$ cat src/rtl/latch4_ctrl_pkg.sv
`default_nettype none
// +-----------------------------------------------------------------------------+
// | Package  : latch4_ctrl_pkg                                                  |
// | Brief    : Shared width, controller state encoding and index-wrap helper.   |
// | Revision : 1.0                                                              |
// +-----------------------------------------------------------------------------+
package latch4_ctrl_pkg;

  localparam int LATCH_W = 4;

  typedef enum logic [2:0] {
    IDLE   = 3'd0,
    CLEAR  = 3'd1,
    SETUP  = 3'd2,
    STROBE = 3'd3,
    HOLD   = 3'd4
  } ctrl_state_t;

  // Wraps an index that has been offset by at most n-1 back into 0..n-1.
  function automatic int rr_wrap(input int idx, input int n);
    return (idx >= n) ? idx - n : idx;
  endfunction

endpackage
`default_nettype wire

$ cat src/rtl/rr_arbiter.sv
`default_nettype none
// +-----------------------------------------------------------------------------+
// | Module   : rr_arbiter                                                       |
// | Brief    : Round-robin arbiter; the pointer names the highest-priority      |
// |            requester and moves past the winner on each advance strobe.      |
// | Revision : 1.0                                                              |
// +-----------------------------------------------------------------------------+
module rr_arbiter
  import latch4_ctrl_pkg::*;
#(
  parameter int NUM_REQ = 4
) (
  input  logic                       clk,
  input  logic                       rst,
  input  logic [NUM_REQ-1:0]         i_req,
  input  logic                       i_advance,
  output logic [NUM_REQ-1:0]         o_grant,
  output logic [$clog2(NUM_REQ)-1:0] o_grant_idx
);

  localparam int IDX_W = $clog2(NUM_REQ);

  logic [IDX_W-1:0]   r_ptr;
  logic [IDX_W-1:0]   w_cand;
  logic [IDX_W-1:0]   w_idx;
  logic [NUM_REQ-1:0] w_grant;
  logic               w_found;

  // Scan from the pointer upward, wrapping; first active request wins.
  always_comb begin
    w_cand  = '0;
    w_idx   = '0;
    w_grant = '0;
    w_found = 1'b0;
    for (int k = 0; k < NUM_REQ; k++) begin
      w_cand = IDX_W'(rr_wrap(int'(r_ptr) + k, NUM_REQ));
      if (!w_found && i_req[w_cand]) begin
        w_found         = 1'b1;
        w_idx           = w_cand;
        w_grant[w_cand] = 1'b1;
      end
    end
  end

  always_ff @(posedge clk) begin
    if (rst) begin
      r_ptr <= '0;
    end else if (i_advance && w_found) begin
      r_ptr <= IDX_W'(rr_wrap(int'(w_idx) + 1, NUM_REQ));
    end
  end

  assign o_grant     = w_grant;
  assign o_grant_idx = w_idx;

endmodule
`default_nettype wire

$ cat src/rtl/latch4_write_arbiter.sv
`default_nettype none
// +-----------------------------------------------------------------------------+
// | Module   : latch4_write_arbiter                                             |
// | Brief    : Shares a 4-bit gated D-latch among NUM_REQ writers using         |
// |            round-robin grant and a SETUP/STROBE/HOLD gate sequence, plus    |
// |            a clear command. Define LATCH4_READBACK_EN to add LatchQ         |
// |            readback checking on the WriteErr output.                        |
// | Revision : 1.0                                                              |
// +-----------------------------------------------------------------------------+
module latch4_write_arbiter
  import latch4_ctrl_pkg::*;
#(
  parameter int NUM_REQ = 4
) (
  input  logic                       Clock,
  input  logic                       Reset,
  input  logic [NUM_REQ-1:0]         Req,
  input  logic [LATCH_W*NUM_REQ-1:0] ReqData,
  output logic [NUM_REQ-1:0]         Ack,
  input  logic                       ClearReq,
  output logic                       ClearAck,
  output logic [LATCH_W-1:0]         LatchData,
  output logic                       LatchEnable,
  output logic                       LatchReset,
  output logic                       LatchGate,
  output logic                       Busy,
  output logic [$clog2(NUM_REQ)-1:0] GrantId,
`ifdef LATCH4_READBACK_EN
  input  logic [LATCH_W-1:0]         LatchQ,
`endif
  output logic                       WriteErr
);

  localparam int IDX_W = $clog2(NUM_REQ);

  ctrl_state_t        r_state;
  ctrl_state_t        w_next;
  logic               w_advance;
  logic [NUM_REQ-1:0] w_arb_grant;
  logic [IDX_W-1:0]   w_arb_idx;
  logic [LATCH_W-1:0] w_wdata;

  logic [NUM_REQ-1:0] r_ack;
  logic [NUM_REQ-1:0] r_grant_oh;
  logic [IDX_W-1:0]   r_grant_id;
  logic [LATCH_W-1:0] r_latch_data;
  logic               r_clear_ack;
  logic               r_latch_en;
  logic               r_latch_rst;
  logic               r_latch_gate;
  logic               r_busy;

  rr_arbiter #(
    .NUM_REQ (NUM_REQ)
  ) u_rr_arbiter (
    .clk         (Clock),
    .rst         (Reset),
    .i_req       (Req),
    .i_advance   (w_advance),
    .o_grant     (w_arb_grant),
    .o_grant_idx (w_arb_idx)
  );

  always_comb begin
    w_wdata = '0;
    for (int i = 0; i < NUM_REQ; i++) begin
      if (w_arb_idx == IDX_W'(i)) begin
        w_wdata = ReqData[i*LATCH_W +: LATCH_W];
      end
    end
  end

  always_ff @(posedge Clock) begin
    if (Reset) begin
      r_state <= IDLE;
    end else begin
      r_state <= w_next;
    end
  end

  // Pending clears are only looked at from IDLE, where they beat any write request.
  always_comb begin
    w_next    = r_state;
    w_advance = 1'b0;
    case (r_state)
      IDLE: begin
        if (ClearReq) begin
          w_next = CLEAR;
        end else if (|Req) begin
          w_next    = SETUP;
          w_advance = 1'b1;
        end
      end
      CLEAR:   w_next = IDLE;
      SETUP:   w_next = STROBE;
      STROBE:  w_next = HOLD;
      HOLD:    w_next = IDLE;
      default: w_next = IDLE;
    endcase
  end

  // Outputs are decoded from the next state so each one is a clean flop output.
  always_ff @(posedge Clock) begin
    if (Reset) begin
      r_ack        <= '0;
      r_grant_oh   <= '0;
      r_grant_id   <= '0;
      r_latch_data <= '0;
      r_clear_ack  <= 1'b0;
      r_latch_en   <= 1'b0;
      r_latch_rst  <= 1'b0;
      r_latch_gate <= 1'b0;
      r_busy       <= 1'b0;
    end else begin
      r_latch_en   <= 1'b1;
      r_busy       <= (w_next != IDLE);
      r_latch_gate <= (w_next == STROBE);
      r_latch_rst  <= (w_next == CLEAR);
      r_clear_ack  <= (w_next == CLEAR);
      r_ack        <= (w_next == HOLD) ? r_grant_oh : '0;
      if (w_advance) begin
        r_grant_id   <= w_arb_idx;
        r_grant_oh   <= w_arb_grant;
        r_latch_data <= w_wdata;
      end
    end
  end

  assign Ack         = r_ack;
  assign ClearAck    = r_clear_ack;
  assign LatchData   = r_latch_data;
  assign LatchEnable = r_latch_en;
  assign LatchReset  = r_latch_rst;
  assign LatchGate   = r_latch_gate;
  assign Busy        = r_busy;
  assign GrantId     = r_grant_id;

`ifdef LATCH4_READBACK_EN
  logic r_write_err;

  // HOLD checks the written value; CLEAR checks that the latch really reads zero.
  always_ff @(posedge Clock) begin
    if (Reset) begin
      r_write_err <= 1'b0;
    end else begin
      r_write_err <= ((r_state == HOLD)  && (LatchQ != r_latch_data)) ||
                     ((r_state == CLEAR) && (LatchQ != '0));
    end
  end

  assign WriteErr = r_write_err;
`else
  assign WriteErr = 1'b0;
`endif

endmodule
`default_nettype wire

$ cat config.mk
export PLATFORM = sky130hd
export DESIGN_NAME = latch4_write_arbiter
export DESIGN_NICKNAME = d
export VERILOG_FILES = /design/src/rtl/latch4_ctrl_pkg.sv /design/src/rtl/rr_arbiter.sv /design/src/rtl/latch4_write_arbiter.sv
export SDC_FILE = /design/constraint.sdc
export NUM_CORES = 1
export LEC_CHECK = 0
export CORE_MARGIN = 5
export CORE_UTILIZATION = 35
export CTS_CLUSTER_SIZE = 25
export DETAILED_ROUTE_END_ITERATION = 12
export GPL_ROUTABILITY_DRIVEN = 0
export SYNTH_ARGS = -nofsm -noshare
export SYNTH_HDL_FRONTEND = slang
export SYNTH_SLANG_ARGS = --single-unit
$ cat constraint.sdc
create_clock -name Clock -period 10.41 [get_ports Clock]
set_input_delay 3.123 -clock Clock [delete_from_list [all_inputs] [get_ports Clock]]
set_output_delay 3.123 -clock Clock [all_outputs]
set_load 0.01 [all_outputs]
==> flow_results.org, run 1 <==
** Setup path
- Worst path max stage delay :: between 0.6 and 0.7 ns
- Data arrives at the worst endpoint at just over 6 ns.
- The endpoint identified for the worst register-to-register timing path is LatchData[3].
- The worst setup path is captured at a flip-flop.
- Cell-by-cell listing of the critical path :: clkdlybuf4s50_1, mux4_2, inv_1, nor2_1, nor4_2, inv_1, ha_1, nor2b_1, a221oi_1, nor3_1, a21oi_1, a211oi_1
- Reg2Reg Setup Slack :: 6.25 ns
- The worst register-to-register path has a depth of 13.
- STA classifies the critical path startpoint as an input port.
- Critical setup path kind :: input port to flip-flop
- Of all nets on the critical path, the largest fanout is 9.
- Req. time, crit path :: 10.58 ns
- Max stage delay cell, worst path :: sky130_fd_sc_hd__mux4_2
- Cell seen most often among critical-path stages :: sky130_fd_sc_hd__inv_1
- In this run the critical register-to-register path is launched from u_rr_arbiter.r_ptr[0].

** Timing
- Setup repair after global routing left no endpoint under its margin.
- Clk_skew :: 0.002823 ns
- Share of the cycle needed by the critical path after routing :: around 57%
- Number of endpoints with negative hold slack in the final report :: 0
- For the pin with the worst max-slew slack, the measured transition is slightly below 0.7 ns.
- The smallest clock period supported by the final layout is computed as between 5 and 6 ns.
- Final setup vio count :: 0
- In this run the tightest slew margin relative to its limit is 54.46%.
- Max-slew violation count :: 0
- Static timing analysis puts the maximum clock frequency at between 0.15 and 0.2 GHz.
- Post-route setup TNS :: 0 ns

** Layout
- The finished layout holds between 200 and 250 standard cells, fillers aside.
- The library cell used most frequently in the layout, excluding fill and tap cells, is sky130_fd_sc_hd__clkdlybuf4s50_1.
- Cells fill between 40% and 50% of the core in the end.
- In the layout the commonest cells are 37 x sky130_fd_sc_hd__clkdlybuf4s50_1, 23 x sky130_fd_sc_hd__dfxtp_1, 14 x sky130_fd_sc_hd__nor2_1.
- The layout has around 370 filler cells.
- Final #Nets :: 224
- Area added between synthesis and finish :: 31.03%
- Number of antenna repair diodes :: 0
- Share of layout cells above drive strength 1 :: about a tenth

** Yosys
- Share of synthesized area occupied by flip-flops and latches :: 31.72%
- Synthesized area divided by synthesized cell count :: roughly 9.4 um^2
- Flops & latches, synth :: 23
- In this run, synthesis inferred 0 flip-flops with an integrated enable.
- Netlist cell types :: 37
- Synthesized instance count :: 154
- Nets in the synthesized netlist :: ~190
- Commonest register cell after synthesis :: sky130_fd_sc_hd__dfxtp_1
- Async set-reset flop share out of synthesis :: 0%
- Total of warnings raised by yosys :: 0
- Cell area after technology mapping :: between 0.001 and 0.0015 mm^2

** Route
- Wire length reported by the detailed router :: 3219 um
- For this block, the initial DRC count from the detailed router was 58.
- The first detailed-routing pass took 4 iterations.
- In the routed design, unresolved DRC markers number 0.
- Routed vias :: 1,231
- Average routed wire per standard cell :: ~14 um
- Via-to-Cell Ratio :: 5.172
- ANT nets after route :: 0

** Die
- I/O pin count :: 39
- The die is 74.40 um wide.
- Row generation in the floorplan step produced 23 rows.
- Die Y :: about 74 um
- Die footprint :: 0.005535 mm^2
- Placeable core region :: 0.004000 mm^2
- Once the floorplan was initialized, standard cells occupied between 30% and 40% of the core.

** Power
- Internal power component :: 204.1 uW
- Net switching is 36.30% of the power.
- Logic pwr share :: 49.6%
- Net Switching :: 116.3 uW
- For this design the ratio of total power to cell area is 168.5 mW/mm^2.
- Share of total power in sequential cells :: between 30% and 40%
- VDD sags by at most 0.05922 mV.
- Of the total power, the clock network draws 16.1%.
- Static leakage :: 0.0007386 uW

** CTS
- Postcts setup bufs :: 0
- The clock net in this run drives a total of 23 sinks.
- CTS built an H-tree with a depth of 1.
- Post-CTS Hold Buffers :: 0
- The cell sitting at the root of the clock tree is a sky130_fd_sc_hd__clkbuf_8.
- Clock Latency Late Sink :: 0.25 ns
- TritonCTS created 3 clock buffers.
- TritonCTS built the clock tree.
- After clock tree synthesis, the repair step resized 0 gates.
- After clock tree synthesis, the clock-pin slew on the worst setup and hold paths is 0.07 ns.
- Counting along the longest clock path gives a buffer depth of 2.

** Worst hold path
- The worst hold path terminates at Ack[2].
- Hold path startpoint :: r_grant_oh[2]
- The min-delay analysis places its worst path in the category flip-flop to flip-flop.
- Along the worst hold path, the cell count comes to 1.

** Global route
- GRT Resource Usage Total :: roughly an eighth
- Wire length of the first global-routing pass :: 5112 um
- After global routing the overflow that remains totals 0.
- Initial antenna violation count :: 0
- The via count of the first global-routing pass is 1,101.
- Entering global routing, the biggest net connects 24 pins.

** Placement
- HPWL reported at the end of detailed placement :: approximately 2500 um
- Cells after DPL :: 234
- Input and output buffers added on the ports amount to 37.

** Outcome
- The run finished with clean final reports.

** Job
- Across the run, the number of max-cap violations was 0.
-- stage by stage --
step	cell area, um^2	hold slack [ns]	setup WS, ns	power, uW
2_1_floorplan	1451	0.4242	5.192	226.6
3_3_place_gp	1857	0.4441	4.381	267.7
3_5_place_dp	1857	0.4395	4.252	269.6
4_1_cts	1902	0.4576	4.515	321.8
5_1_grt	1902	0.4730	4.297	344.5
6_report	1902	0.4530	4.485	320.4
-- registers in the layout, summed over array words and instances (netlist names) --
signal              cells
Ack                     4
LatchData               4
r_grant_oh              4
r_state                 3
GrantId                 2
u_rr_arbiter.r_ptr      2
Busy                    1
LatchEnable             1
LatchGate               1
LatchReset              1
-- layout make-up --
class                      count  area [um^2]  area share (%)
tap                           50        62.56           3.289
inverter                       7        26.28           1.382
sequential                    23        460.4           24.21
clock buffer                   4        45.04           2.368
timing repair buffer          38        377.9           19.87
multi-input combinational    116        929.6           48.88
-- synthesized netlist by cell type, types with 2 or more instances --
master / number / area, um^2
sky130_fd_sc_hd__a211oi_1: 4 / 30.03
sky130_fd_sc_hd__dfxtp_1: 23 / 460.4
sky130_fd_sc_hd__buf_4: 2 / 15.01
sky130_fd_sc_hd__a21oi_1: 11 / 55.05
sky130_fd_sc_hd__nor3_1: 4 / 20.02
sky130_fd_sc_hd__inv_1: 7 / 26.28
sky130_fd_sc_hd__nor4_1: 2 / 12.51
sky130_fd_sc_hd__mux2_2: 4 / 45.04
sky130_fd_sc_hd__a31oi_1: 4 / 25.02
sky130_fd_sc_hd__nand3b_1: 2 / 15.01
sky130_fd_sc_hd__clkbuf_1: 3 / 11.26
sky130_fd_sc_hd__mux2i_1: 8 / 80.08
sky130_fd_sc_hd__mux4_2: 3 / 67.56
sky130_fd_sc_hd__nand2b_1: 2 / 12.51
sky130_fd_sc_hd__o211a_1: 2 / 20.02
sky130_fd_sc_hd__nor3b_1: 2 / 15.01
sky130_fd_sc_hd__ha_1: 12 / 150.1
sky130_fd_sc_hd__buf_2: 3 / 15.01
sky130_fd_sc_hd__nor2_1: 14 / 52.55
sky130_fd_sc_hd__nand2_1: 9 / 33.78
sky130_fd_sc_hd__nor2b_1: 4 / 25.02
sky130_fd_sc_hd__a221oi_1: 3 / 26.28
sky130_fd_sc_hd__a22o_1: 4 / 35.03
sky130_fd_sc_hd__o211ai_1: 2 / 15.01
sky130_fd_sc_hd__and2_1: 5 / 31.28
sky130_fd_sc_hd__o21ai_0: 4 / 20.02
-- kinds of logic (layout without fill, tap and decap cells) --
logic type                 count (synthesis)  after routing  synth area share, %
muxes                                     17             17                16.64
buffers and inverters                     15             49                4.655
and+or+nand+nor                           49             49                19.14
adders and majority gates                 12             12                10.34
other                                      1              1               0.2584
DFF                                       23             23                31.72
AOI/OAI and AO/OA                         37             37                17.24
-- critical path: cells and delay by family --
kind	cells	cell delay [ns]
compound gates	3	0.40
fa+ha+maj	1	0.28
buf+inv	3	0.78
mux	1	0.61
simple gates	4	0.90
-- worst max-delay path by stage --
stage                 from  cells after the start  slack (ns)           end
detailed placement  Req[2]                     12        4.25  LatchData[3]
floorplan           Req[2]                     11        5.19  LatchData[2]
CTS                 Req[2]                     12        4.51  LatchData[3]
finish              Req[2]                     12        4.49  LatchData[3]
global route        Req[0]                     12        4.30  LatchData[3]
global placement    Req[0]                     12        4.38  LatchData[3]
-- power groups by stage --
stage | Combinational (uW) | Clock (uW) | Sequential (uW)
after floorplan | 119 | 0 | 107
after global placement | 157 | 0 | 111
after detailed placement | 158 | 0 | 112
after CTS | 159 | 53.3 | 110
after global routing | 176 | 56.8 | 112
final | 159 | 51.6 | 110
-- layer usage --
layer,GRT usage [%],part of all wire [%],vias up
li1,-,-,624
met3,1.622,5.0,5
met4,4.743,1.8,0
met2,17.85,45,34
met5,0,0,-
met1,16.41,48,568
Note: power is estimated with default switching activity, not from simulation.
==> run 2, diff against run 1 <==
clock period = 5.13 ns   (was 10.41 ns; I/O delays follow)
==> run 2 against run 1 <==
Effect of this change: sequential power grew 100%; global-route usage grew 0.28 points; critical path depth did not move; critical path type unchanged; sequential share of layout area unchanged; hold slack improved by 0.0053 ns; cell count unchanged; via count fell by 0.81%.
==> flow_results.org, run 2 (synthesized netlist as in run 1, its figures left out) <==
** Outcome
- Run status :: finished clean

** Worst hold path
- Tightest Hold Check Type :: flip-flop to flip-flop
- Hold Path Depth :: 1 (unchanged)
- Sink of the worst hold path :: Ack[2]
- Hold path startpoint :: r_grant_oh[2]

** Power
- The areal power density over the cells came to 343.2 mW/mm^2 (+100%).
- The worst voltage drop across the vdd grid was 0.1204 mV (+100%).
- The sum of internal, switching and leakage power was 652.7 uW (+100%).
- The leakage power of the design was 0.0007386 uW (unchanged).

** Setup path
- Critical setup path kind :: input port to flip-flop
- In this run the critical register-to-register path is launched from u_rr_arbiter.r_ptr[0].
- Sort of element at the start of the critical path :: input port
- Reg2Reg Setup Slack :: 0.96 ns (-5.29 ns)
- The length in cells of the worst reg-to-reg path came to 13 (unchanged).
- STA classifies the critical path endpoint as a flip-flop.
- The arrival time at the worst endpoint came to 4.51 ns (-1.58 ns).
- Req. time, crit path :: 5.30 ns (-5.28 ns)
- The endpoint identified for the worst register-to-register timing path is LatchData[2].
- The maximum fanout along the worst path is 9 (unchanged).

** Die
- Die span in x :: 74.40 um (unchanged)
- The number of core rows came to 23 (unchanged).
- The area of the die came to 0.005535 mm^2 (unchanged).
- The I/O pin count was 39 (unchanged).
- The height of the chip was 74.40 um (unchanged).
- Initial Utilization :: 36.28% (unchanged)
- The core area was 0.004000 mm^2 (unchanged).

** CTS
- CTS tree :: done
- The post-cts repair resize count is 0 (unchanged).
- CTS Sinks :: 23 (unchanged)
- Clock-pin transition on the worst setup and hold timing paths :: 0.08 ns (about the same)
- Clock Latency Late Sink :: 0.26 ns (about the same)
- Clock tree synthesis selected as its root buffer the cell sky130_fd_sc_hd__clkbuf_8.
- The H-tree depth was 1 (unchanged).
- The number of buffers inserted to repair setup after CTS came to 0 (unchanged).
- Number of buffers created by CTS :: 3 (unchanged)
- Post-CTS Hold Buffers :: 0 (unchanged)
- The number of buffers between clock root and the deepest sink is 2 (unchanged).

** Timing
- The final hold violation count was 0 (unchanged).
- Top achievable clock speed :: roughly 0.23 GHz
- Clk_skew :: 0.003540 ns (+0.0007172 ns)
- The final total negative setup slack is 0 ns (unchanged).
- Final Critical Period :: 4.343 ns
- Of the available clock period, the critical path in the final layout requires 84.65%.
- Final setup vio count :: 0 (unchanged)
- The tightest hold margin is 0.4583 ns (+0.005310 ns).
- The final count of pins violating max slew came to 0 (unchanged).
- Least-Margin Pin Slew :: 0.6975 ns (+0.02057 ns)
- Setup repair after global routing left no endpoint under its margin.
- Slew margin rel. :: 53.07% (-1.4 points)

** Route
- The met2 wire length is 1443 um (about the same).
- Wire length reported by the detailed router :: 3206 um (-0.40%)
- The post-detailed-route via-to-cell ratio was 5.130 (-0.81%).
- Initial DRC count :: 69 (+19%)
- In this run the top signal layer used is met4.
- Routed vias :: 1,221 (-0.81%)
- The first-pass detailed-route iteration total was 4 (unchanged).
- ANT nets after route :: 0 (unchanged)
- Average routed wire per standard cell :: 13.47 um (-0.40%)
- Routed met1 length :: 1566 um (+0.77%)
- Remaining DRCs :: 0 (unchanged)
- Met3 layer wire length in the routed design :: 140 um (-14%)

** Global route
- Initial antenna violation count :: 0 (unchanged)
- The first-pass GRT wire length came to 5244 um (+2.6%).
- Number of global-route vias before repair :: 1,131 (+2.7%)
- Maximum number of pins on one net before global-route repair :: 24 (unchanged)
- The total global routing overflow was 0 (unchanged).
- The global router's overall resource usage came to 11.92% (+0.28 points).

** Layout
- The net count of the finished layout came to 224 (unchanged).
- The synthesis-to-layout area growth is 31.03% (unchanged).
- The layout filler cell count was 378 (+1.6%).
- Leading cell types in the layout, fill and taps excluded :: 37 x sky130_fd_sc_hd__clkdlybuf4s50_1, 23 x sky130_fd_sc_hd__dfxtp_1, 14 x sky130_fd_sc_hd__nor2_1
- The fraction of final layout cells with drive strength greater than 1 came to 9.574% (unchanged).
- The area of all placed cells without fillers came to 0.001902 mm^2 (unchanged).
- The diode insertion count for antenna repair was 0 (unchanged).
- Post-route core utilization :: 47.54% (unchanged)
- Leaving out fill and tap cells, the most frequent cell in the layout is sky130_fd_sc_hd__clkdlybuf4s50_1.

** Placement
- The count of buffers from port buffering was 37 (unchanged).
- Cell area after placement :: 0.001857 mm^2 (unchanged)
- The detailed placer's ending HPWL was 2515 um (-0.97%).

** Job
- Maximum capacitance violations :: 0 (unchanged)
## run 2: where the power goes
part	switching, uW	internal [uW]
registers	25.0	198
logic	162	161
clock network	52.0	55.3
total	238	414
## run 2: worst max-delay path, cell delays in order
cell and delay (ns):
sky130_fd_sc_hd__clkdlybuf4s50_1 0.54, sky130_fd_sc_hd__mux4_2 0.61, sky130_fd_sc_hd__inv_1 0.11, sky130_fd_sc_hd__nor2_1 0.05, sky130_fd_sc_hd__nor4_2 0.44, sky130_fd_sc_hd__inv_1 0.13, sky130_fd_sc_hd__ha_1 0.28, sky130_fd_sc_hd__nor2b_1 0.18
sky130_fd_sc_hd__a221oi_1 0.10, sky130_fd_sc_hd__nor3_1 0.22, sky130_fd_sc_hd__a21oi_1 0.08, sky130_fd_sc_hd__a211oi_1 0.24
## run 2: per-stage QoR
stage                     setup WS (ns)  instances
after floorplan                   1.496        154
after global placement           0.6847        234
after detailed placement         0.5747        234
after CTS                        0.8407        238
after global routing             0.5691        238
final                            0.7873        238
## run 2: how the worst max path moves through the flow
| stage | slack, ns | cells after the start | to | startpoint |
|---|---|---|---|---|
| after floorplan | 1.50 | 11 | LatchData[2] | Req[2] |
| after global routing | 0.57 | 12 | LatchData[3] | Req[2] |
| final | 0.79 | 12 | LatchData[2] | Req[2] |
| after detailed placement | 0.57 | 12 | LatchData[3] | Req[2] |
| after CTS | 0.84 | 12 | LatchData[3] | Req[2] |
| after global placement | 0.68 | 12 | LatchData[3] | Req[0] |
## run 2: cell type report
class / instances / area [um^2] / share of cell area, %
clock buffer: 4 / 45.04 / 2.368
inverter: 7 / 26.28 / 1.382
multi-input combinational: 116 / 929.6 / 48.88
sequential: 23 / 460.4 / 24.21
tap: 50 / 62.56 / 3.289
timing repair buffer: 38 / 377.9 / 19.87
## run 2: metal layers
metal / vias to the layer above / track usage [%]
li1: 626 / -
met1: 564 / 17.00
met2: 26 / 18.24
met3: 5 / 1.486
met4: 0 / 4.743
met5: - / 0
